===== config.mk =====
export PLATFORM = sky130hd
export DESIGN_NAME = sobel_window_gen
export DESIGN_NICKNAME = d
export VERILOG_FILES = /design/src/rtl/sobel_window_gen.sv
export SDC_FILE = /design/constraint.sdc
export NUM_CORES = 2
export LEC_CHECK = 0
export BUFFER_PORTS_ARGS = -buffer_cell sky130_fd_sc_hd__buf_2
export CORE_UTILIZATION = 40
export DETAILED_ROUTE_END_ITERATION = 8
export SLEW_MARGIN = 15
export SYNTH_ARGS = -nofsm -noshare
export SYNTH_HDL_FRONTEND = slang
export SYNTH_SLANG_ARGS = --single-unit

===== constraint.sdc =====
create_clock -name clk -period 6 [get_ports clk]
set_clock_uncertainty 0.1 [all_clocks]
set_input_delay 0.6 -clock clk [delete_from_list [all_inputs] [get_ports clk]]
set_output_delay 0.6 -clock clk [all_outputs]
set_load 0.1 [all_outputs]

===== src/rtl/sobel_window_gen.sv =====
// Streaming 3x3 window generator for Sobel: two line buffers plus a column history,
// emitting one registered window per interior pixel with its centre coordinates.
module sobel_window_gen #(
  parameter int unsigned WIDTH  = 128,
  parameter int unsigned HEIGHT = 128,
  parameter int unsigned DATA_W = 8,
  parameter int unsigned CW     = 7
) (
  input  logic                  clk,
  input  logic                  xrst,
  input  logic [DATA_W-1:0]     pix_in,
  input  logic                  pix_valid,
  input  logic                  in_sof,
  output logic [9*DATA_W-1:0]   win_data,
  output logic                  win_valid,
  output logic [CW-1:0]         win_x,
  output logic [CW-1:0]         win_y,
  output logic                  frame_done
);

  localparam int unsigned AW = (WIDTH > 1) ? $clog2(WIDTH) : 1;

  // Position counters of the next incoming pixel
  logic [CW-1:0] r_col, r_row;
  logic [CW-1:0] w_col, w_row;
  logic [CW-1:0] w_col_nxt, w_row_nxt;
  logic [AW-1:0] w_addr;
  logic          w_last_col, w_last_row;
  logic          w_issue;

  // Line buffers: lb0 holds the previous row, lb1 the row before it
  logic [DATA_W-1:0] r_lb0 [WIDTH];
  logic [DATA_W-1:0] r_lb1 [WIDTH];
  logic [DATA_W-1:0] w_lb0_rd, w_lb1_rd;

  // Two previous columns; the third (rightmost) column is the one arriving this cycle.
  // Each column packs top at the LSBs, bottom at the MSBs.
  logic [3*DATA_W-1:0] r_sh_l, r_sh_m;
  logic [3*DATA_W-1:0] w_new_col;
  logic [9*DATA_W-1:0] w_win;

  logic [9*DATA_W-1:0] r_win_data;
  logic                r_win_valid;
  logic [CW-1:0]       r_win_x, r_win_y;
  logic                r_frame_done;

  // in_sof relabels the current pixel as (0,0) regardless of the counters
  always_comb begin
    w_col = in_sof ? '0 : r_col;
    w_row = in_sof ? '0 : r_row;
  end

  assign w_addr     = w_col[AW-1:0];
  assign w_last_col = (w_col == CW'(WIDTH - 1));
  assign w_last_row = (w_row == CW'(HEIGHT - 1));
  assign w_issue    = (w_col >= CW'(2)) && (w_row >= CW'(2));

  always_comb begin
    w_col_nxt = w_col + CW'(1);
    w_row_nxt = w_row;
    if (w_last_col) begin
      w_col_nxt = '0;
      w_row_nxt = w_last_row ? '0 : (w_row + CW'(1));
    end
  end

  always_ff @(posedge clk or negedge xrst) begin
    if (!xrst) begin
      r_col <= '0;
      r_row <= '0;
    end else if (pix_valid) begin
      r_col <= w_col_nxt;
      r_row <= w_row_nxt;
    end
  end

  // Read-before-write: reads use the pre-edge contents at the same address
  assign w_lb0_rd = r_lb0[w_addr];
  assign w_lb1_rd = r_lb1[w_addr];

  always_ff @(posedge clk) begin
    if (pix_valid) begin
      r_lb0[w_addr] <= pix_in;
      r_lb1[w_addr] <= w_lb0_rd;
    end
  end

  assign w_new_col = {pix_in, w_lb0_rd, w_lb1_rd};

  always_ff @(posedge clk or negedge xrst) begin
    if (!xrst) begin
      r_sh_l <= '0;
      r_sh_m <= '0;
    end else if (pix_valid) begin
      r_sh_l <= r_sh_m;
      r_sh_m <= w_new_col;
    end
  end

  always_comb begin
    w_win = '0;
    for (int r = 0; r < 3; r++) begin
      w_win[(r*3+0)*DATA_W +: DATA_W] = r_sh_l[r*DATA_W +: DATA_W];
      w_win[(r*3+1)*DATA_W +: DATA_W] = r_sh_m[r*DATA_W +: DATA_W];
      w_win[(r*3+2)*DATA_W +: DATA_W] = w_new_col[r*DATA_W +: DATA_W];
    end
  end

  always_ff @(posedge clk or negedge xrst) begin
    if (!xrst) begin
      r_win_data   <= '0;
      r_win_valid  <= 1'b0;
      r_win_x      <= '0;
      r_win_y      <= '0;
      r_frame_done <= 1'b0;
    end else begin
      r_win_valid  <= pix_valid && w_issue;
      r_frame_done <= pix_valid && w_last_col && w_last_row;
      if (pix_valid && w_issue) begin
        r_win_data <= w_win;
        r_win_x    <= w_col - CW'(1);
        r_win_y    <= w_row - CW'(1);
      end
    end
  end

  assign win_data   = r_win_data;
  assign win_valid  = r_win_valid;
  assign win_x      = r_win_x;
  assign win_y      = r_win_y;
  assign frame_done = r_frame_done;

endmodule


# Word-level counts from Yosys, hierarchy flattened
# Memory sizes are Yosys's and may differ from the RTL's.
# Index checks and enable logic that the tools add are counted.
dict set report word_totals {
  inputBits 12
  mem_bits_rw 2048
  out_inout_bits 88
  register_bits 150
  wordCells 30
  memories 2
}
# name depth word_bits rd rd_clocked_by_memory_dff write_ports line_no
set memory_table {}
lappend memory_table {r_lb0 128 8 1 0 1 32} ;# logic [DATA_W-1:0] r_lb0 [WIDTH];
lappend memory_table {r_lb1 128 8 1 0 1 33} ;# logic [DATA_W-1:0] r_lb1 [WIDTH];
dict set report op_classes {
  n_addsub 4
  eq_ne 2
  reduce_logical 4
  n_mux 7
  order_cmp 2
}
# cell count
set op_table {}
lappend op_table {{7-bit 2-to-1 mux} 5}
lappend op_table {{7-bit by 1-bit adder with 7-bit output, second input constant} 2}
lappend op_table {{7-bit == test, second input constant} 2}
lappend op_table {{7-bit by 2-bit greater-or-equal comparator with 1-bit output, second input constant} 2}
lappend op_table {{7-bit by 1-bit subtractor with 7-bit output, second input constant} 2}
lappend op_table {{1-bit logical AND} 4}
lappend op_table {{1-bit 2-to-1 mux} 2}

# Longest topological paths before layout
dict set report depth {
  word_depth 4
  depth_mapped 16
  mapped_depth_nobuf 9
}

# Worst setup path before layout
# No wires, ideal clock.
dict set report synth_path {
  kind {input to register}
  start {input port in_sof}
  end {memory r_lb1[0][3] (data pin)}
  n_path_buf 4
  required_ps 5389
  setup_slack_ps 1743
  setup_time_ps 511
  arrival_time_ps 3646
  cell_stages 10
  path_cell_list {or3b_2 > clkbuf_1 > buf_2 > buf_6 > buf_2 > o22ai_1 > o31ai_1 > a41oi_1 > a21oi_1 > nand2_1}
}
dict set report synth_between {
  elab_chain_cells 2
}
# item line_no
set synth_rtl {}
lappend synth_rtl {{start, declared} 13} ;# input logic in_sof,
lappend synth_rtl {{7-bit 2-to-1 mux} 49} ;# w_col = in_sof ? '0 : r_col;
lappend synth_rtl {{memory read 128 x 8 bit} -}
lappend synth_rtl {{via w_lb0_rd[3]} 34} ;# logic [DATA_W-1:0] w_lb0_rd, w_lb1_rd;
lappend synth_rtl {{end, declared} 33}
# The timed path passes the listed nets, and every way through them passes these cells.

# Worst setup path after layout
dict set report layout_path {
  start {register r_col[0]}
  end {memory r_lb1[84][5] (data pin)}
}
dict set report layout_between {
  elab_chain_cells 2
}
# item line_no
set layout_rtl {}
lappend layout_rtl {{start, declared} 24} ;# logic [CW-1:0] r_col, r_row;
lappend layout_rtl {{start signal, assigned} 72} ;# r_col <= w_col_nxt;
lappend layout_rtl {{7-bit 2-to-1 mux} 49}
lappend layout_rtl {{memory read 128 x 8 bit} -}
lappend layout_rtl {{via w_lb0_rd[5]} 34}
# The timed path passes the listed nets, and every way through them passes these cells.

==> impl_metrics.csv <==
group,metric,value,unit
drt,drc,0,
final_layout,fillers,18400,
critical_path,cp.arrival,5.59,ns
critical_path,rr_startpoint,"r_col[0]",
placed_design,gp_congestion,0.936,
floorplan,rows,170,
clocking,insertion_delay,0.91,ns
run_status,status,"complete, no violations",
grt,grt_pass1_vias,49500,
clocking,cts_sinks,2198,
final_layout,drive_above_1_share,16.7,%
clocking,cts_buffers,220,
floorplan,io-pin-count,100,
critical_path,r2r-end,"r_lb1[84][5]",
timing,slew_headroom,16.8,%
final_layout,final_area,98900,um2
yosys,synth_edf_count,2048,
final_layout,area_growth,14.8,%
timing,period_minus_slack,5.15,ns
drt,vias_per_cell,5.99,
grt,grt_pass1_wl,387000,um
yosys,synth_area,86200,um2
clocking,clockRootBuffer,"clkbuf_16",
pwr,power_density,389,nW/um2
critical_path,worst_setup_path_start_kind,"flip-flop",
clocking,cts.clk_slew.worst_paths,0.07,ns
floorplan,fp.coreArea,214000,um2
timing,worst_slew_pin_slew,1.23,ns
yosys,yosysUniqueCellTypes,79,
critical_path,cp_max_fo,68,
timing,tns,0,ns
timing,timing.fmax,194,MHz
placed_design,numPortBuffers,99,
yosys,synthFlopType,"edfxtp_1",
critical_path,reg2regPathDepth,9,
grt,grt_max_degree,101,
yosys,netlist_instances,5292,
floorplan,die_w,466,um
min_path,worstHoldPathType,"in -> reg",
drt,drt_iter0_drc,7476,
clocking,h-tree-depth,4,
critical_path,cp-end-kind,"flip-flop",
min_path,whs_path_depth,1,
grt,antenna_found_initial,14,
timing,finalSetupViolCount,0,
pwr,power_leakage,35.1,nW
timing,fin_crit_sh,85.9,%
yosys,seq_area_frac_synth,75.7,%
drt,vias,52000,
yosys,ys_warn_count,0,
clocking,cts_tree,"done",
yosys,syn_area_per_cell,16.3,um2
timing,rsz0062_at_grt,"false",
drt,drt_pass1_iterations,8,
final_layout,nNetsFinal,5662,
min_path,worstHoldEndpoint,"r_lb0[19][6]",
drt,ant_nets,0,
floorplan,start_util,40.2,%
pwr,vdd_drop_max,0.324,mV
run,drv_cap,0,
placed_design,dp_hpwl,170000,um
floorplan,dieArea,217000,um2
floorplan,die_h,466,um
clocking,cts_setup_buffers,0,
clocking,clockBufferDepth,3,
yosys,synth-async-reset-ratio,6.82,%
timing,slew_violations,0,
critical_path,path_class,"reg -> reg",
final_layout,multi_input_area,19100,um2
final_layout,final-seq-area,65300,um2
grt,gr-total-overflow,0,
yosys,synth-seq-cells,2198,
placed_design,placed_cell_area,91900,um2
critical_path,rrSetupSlack,0.85,ns
critical_path,required,6.44,ns
grt,grt.total_usage,25.2,%
drt,wl_per_cell,32.1,um
drt,drt-total-wl,278000,um
min_path,min_from,"pix_in[6]",
yosys,synth.net_count,5309,
timing,finalHoldViolCount,0,
layout by cell type, fill, tap and decap left out, drive strengths merged, types with 37 or more instances in the layout:
cell    count
clkbuf    268
a22oi      37
mux2      114
a31oi      37
a211oi     58
nand2     553
nor2      256
a21oi     214
o31ai      37
buf       470
nor2b      51
o22ai     171
o21ai     161
dfrtp     150
nand3      40
edfxtp   2048
clkinv    113
mux2i     613
o221ai     63
sequential cells by signal, indices dropped and copies added, names as in the netlist, 7 cells and up:
| signal | count |
|---|---|
| r_lb0 | 1024 |
| win_y | 7 |
| r_lb1 | 1024 |
| r_sh_l | 24 |
| win_data | 72 |
| win_x | 7 |
| r_row | 7 |
| r_sh_m | 24 |
| r_col | 7 |
routing by layer:
metal / share of wire, % / wire [um] / global-route usage [%] / up-vias
li1: - / - / - / 21500
met1: 40 / 110000 / 34.4 / 26700
met2: 44 / 124000 / 38.1 / 3212
met3: 11 / 31900 / 6.38 / 578
met4: 4.6 / 12700 / 10.7 / 12
met5: 0.031 / 86 / 0 / -
repair_timing:
| item | in CTS | in global routing |
|---|---|---|
| hold buffers | 3 | 0 |
| endpoints found under the hold margin | 96 | 0 |
| gates resized for setup | 0 | 0 |
cells in the mapped netlist, types with 17 or more instances:
library cell  instances  area [um2]
nand2_1             552        2070
a222oi_1             36         360
nor2_1              252         946
nand4_1              17         106
o21ai_0             151         756
o22ai_1             171        1070
clkbuf_1            111         417
o31ai_1              37         278
mux4_2               30         676
buf_6                22         248
a31oi_1              37         231
a21oi_1             214        1070
nor2b_1              50         313
a211oi_1             58         435
edfxtp_1           2048       61500
o22a_1               29         254
buf_4                58         435
a221oi_1             20         175
o221ai_1             63         552
buf_1                24        90.1
dfrtp_1             150        3750
mux2_2              112        1260
mux2i_1             613        6140
nand3_1              40         200
buf_2               127         636
a311o_1              24         240
a22oi_1              37         278
cell families (layout without fill, tap and decap cells):
logic type                 count (synthesis)  count (layout)  share of synthesized area, %
DFF                                     2198            2198                          75.7
and+or+nand+nor                          982             982                          4.82
AOI/OAI and AO/OA                        979             979                          7.69
muxes                                    757             757                          9.39
buffers and inverters                    361             901                          2.21
xor gates and xnor gates                  10              10                         0.102
adders and majority gates                  5               5                        0.0726
other                                      0               6                             0
worst max path at each step:
stage / endpoint / start / slack [ns] / cells past startpoint
after floorplan: r_lb1[0][3] / in_sof / 1.74 / 10
after global placement: r_lb1[9][1] / in_sof / 0.88 / 11
after detailed placement: r_lb1[8][1] / in_sof / 0.78 / 11
after CTS: r_lb1[84][6] / r_col[0] / 0.97 / 11
after global routing: r_lb1[84][6] / r_col[0] / 0.78 / 11
final: r_lb1[84][5] / r_col[0] / 0.85 / 9
final cells by class:
class                           instances  area share (%)
Multi-Input combinational cell       2733            19.3
Tap cell                             2838            3.59
Clock buffer                          268            5.77
Clock inverter                        141            1.28
Sequential cell                      2198            66.0
Timing Repair Buffer                  473            3.93
Antenna cell                            6          0.0152
Inverter                               19           0.114
report_power, final:
| part | leakage [nW] | switching, mW | internal (mW) | total, mW |
|---|---|---|---|---|
| Sequential | 20.3 | 0.330 | 17.8 | 18.1 |
| Combinational | 11.4 | 5.53 | 1.46 | 6.99 |
| Clock | 3.40 | 5.97 | 7.40 | 13.4 |
| Total | 35.1 | 11.8 | 26.6 | 38.5 |
worst max-delay path: stages (launching register included):
cell and delay, ns:
dfrtp_4 0.80, buf_12 0.32, buf_12 0.30, mux2i_1 0.24, o22ai_1 0.11, o31ai_1 0.75
a41oi_1 0.76, nor4_2 0.59, inv_4 0.34, buf_12 0.33
per-stage QoR:
| step | hold WS, ns | power, mW | util [%] | std cells | setup slack [ns] |
|---|---|---|---|---|---|
| final | 0.223 | 38.5 | 46.1 | 8676 | 0.848 |
| after global routing | 0.228 | 39.4 | 46.1 | 8670 | 0.785 |
| after CTS | 0.187 | 38.5 | 46.1 | 8670 | 0.973 |
| after detailed placement | 0.353 | 25.3 | 42.9 | 8258 | 0.777 |
| after global placement | 0.345 | 25.2 | 42.9 | 8257 | 0.880 |
| after floorplan | 0.204 | 22.8 | - | 5292 | 1.74 |
No activity file was read; power rests on OpenSTA's default activity.
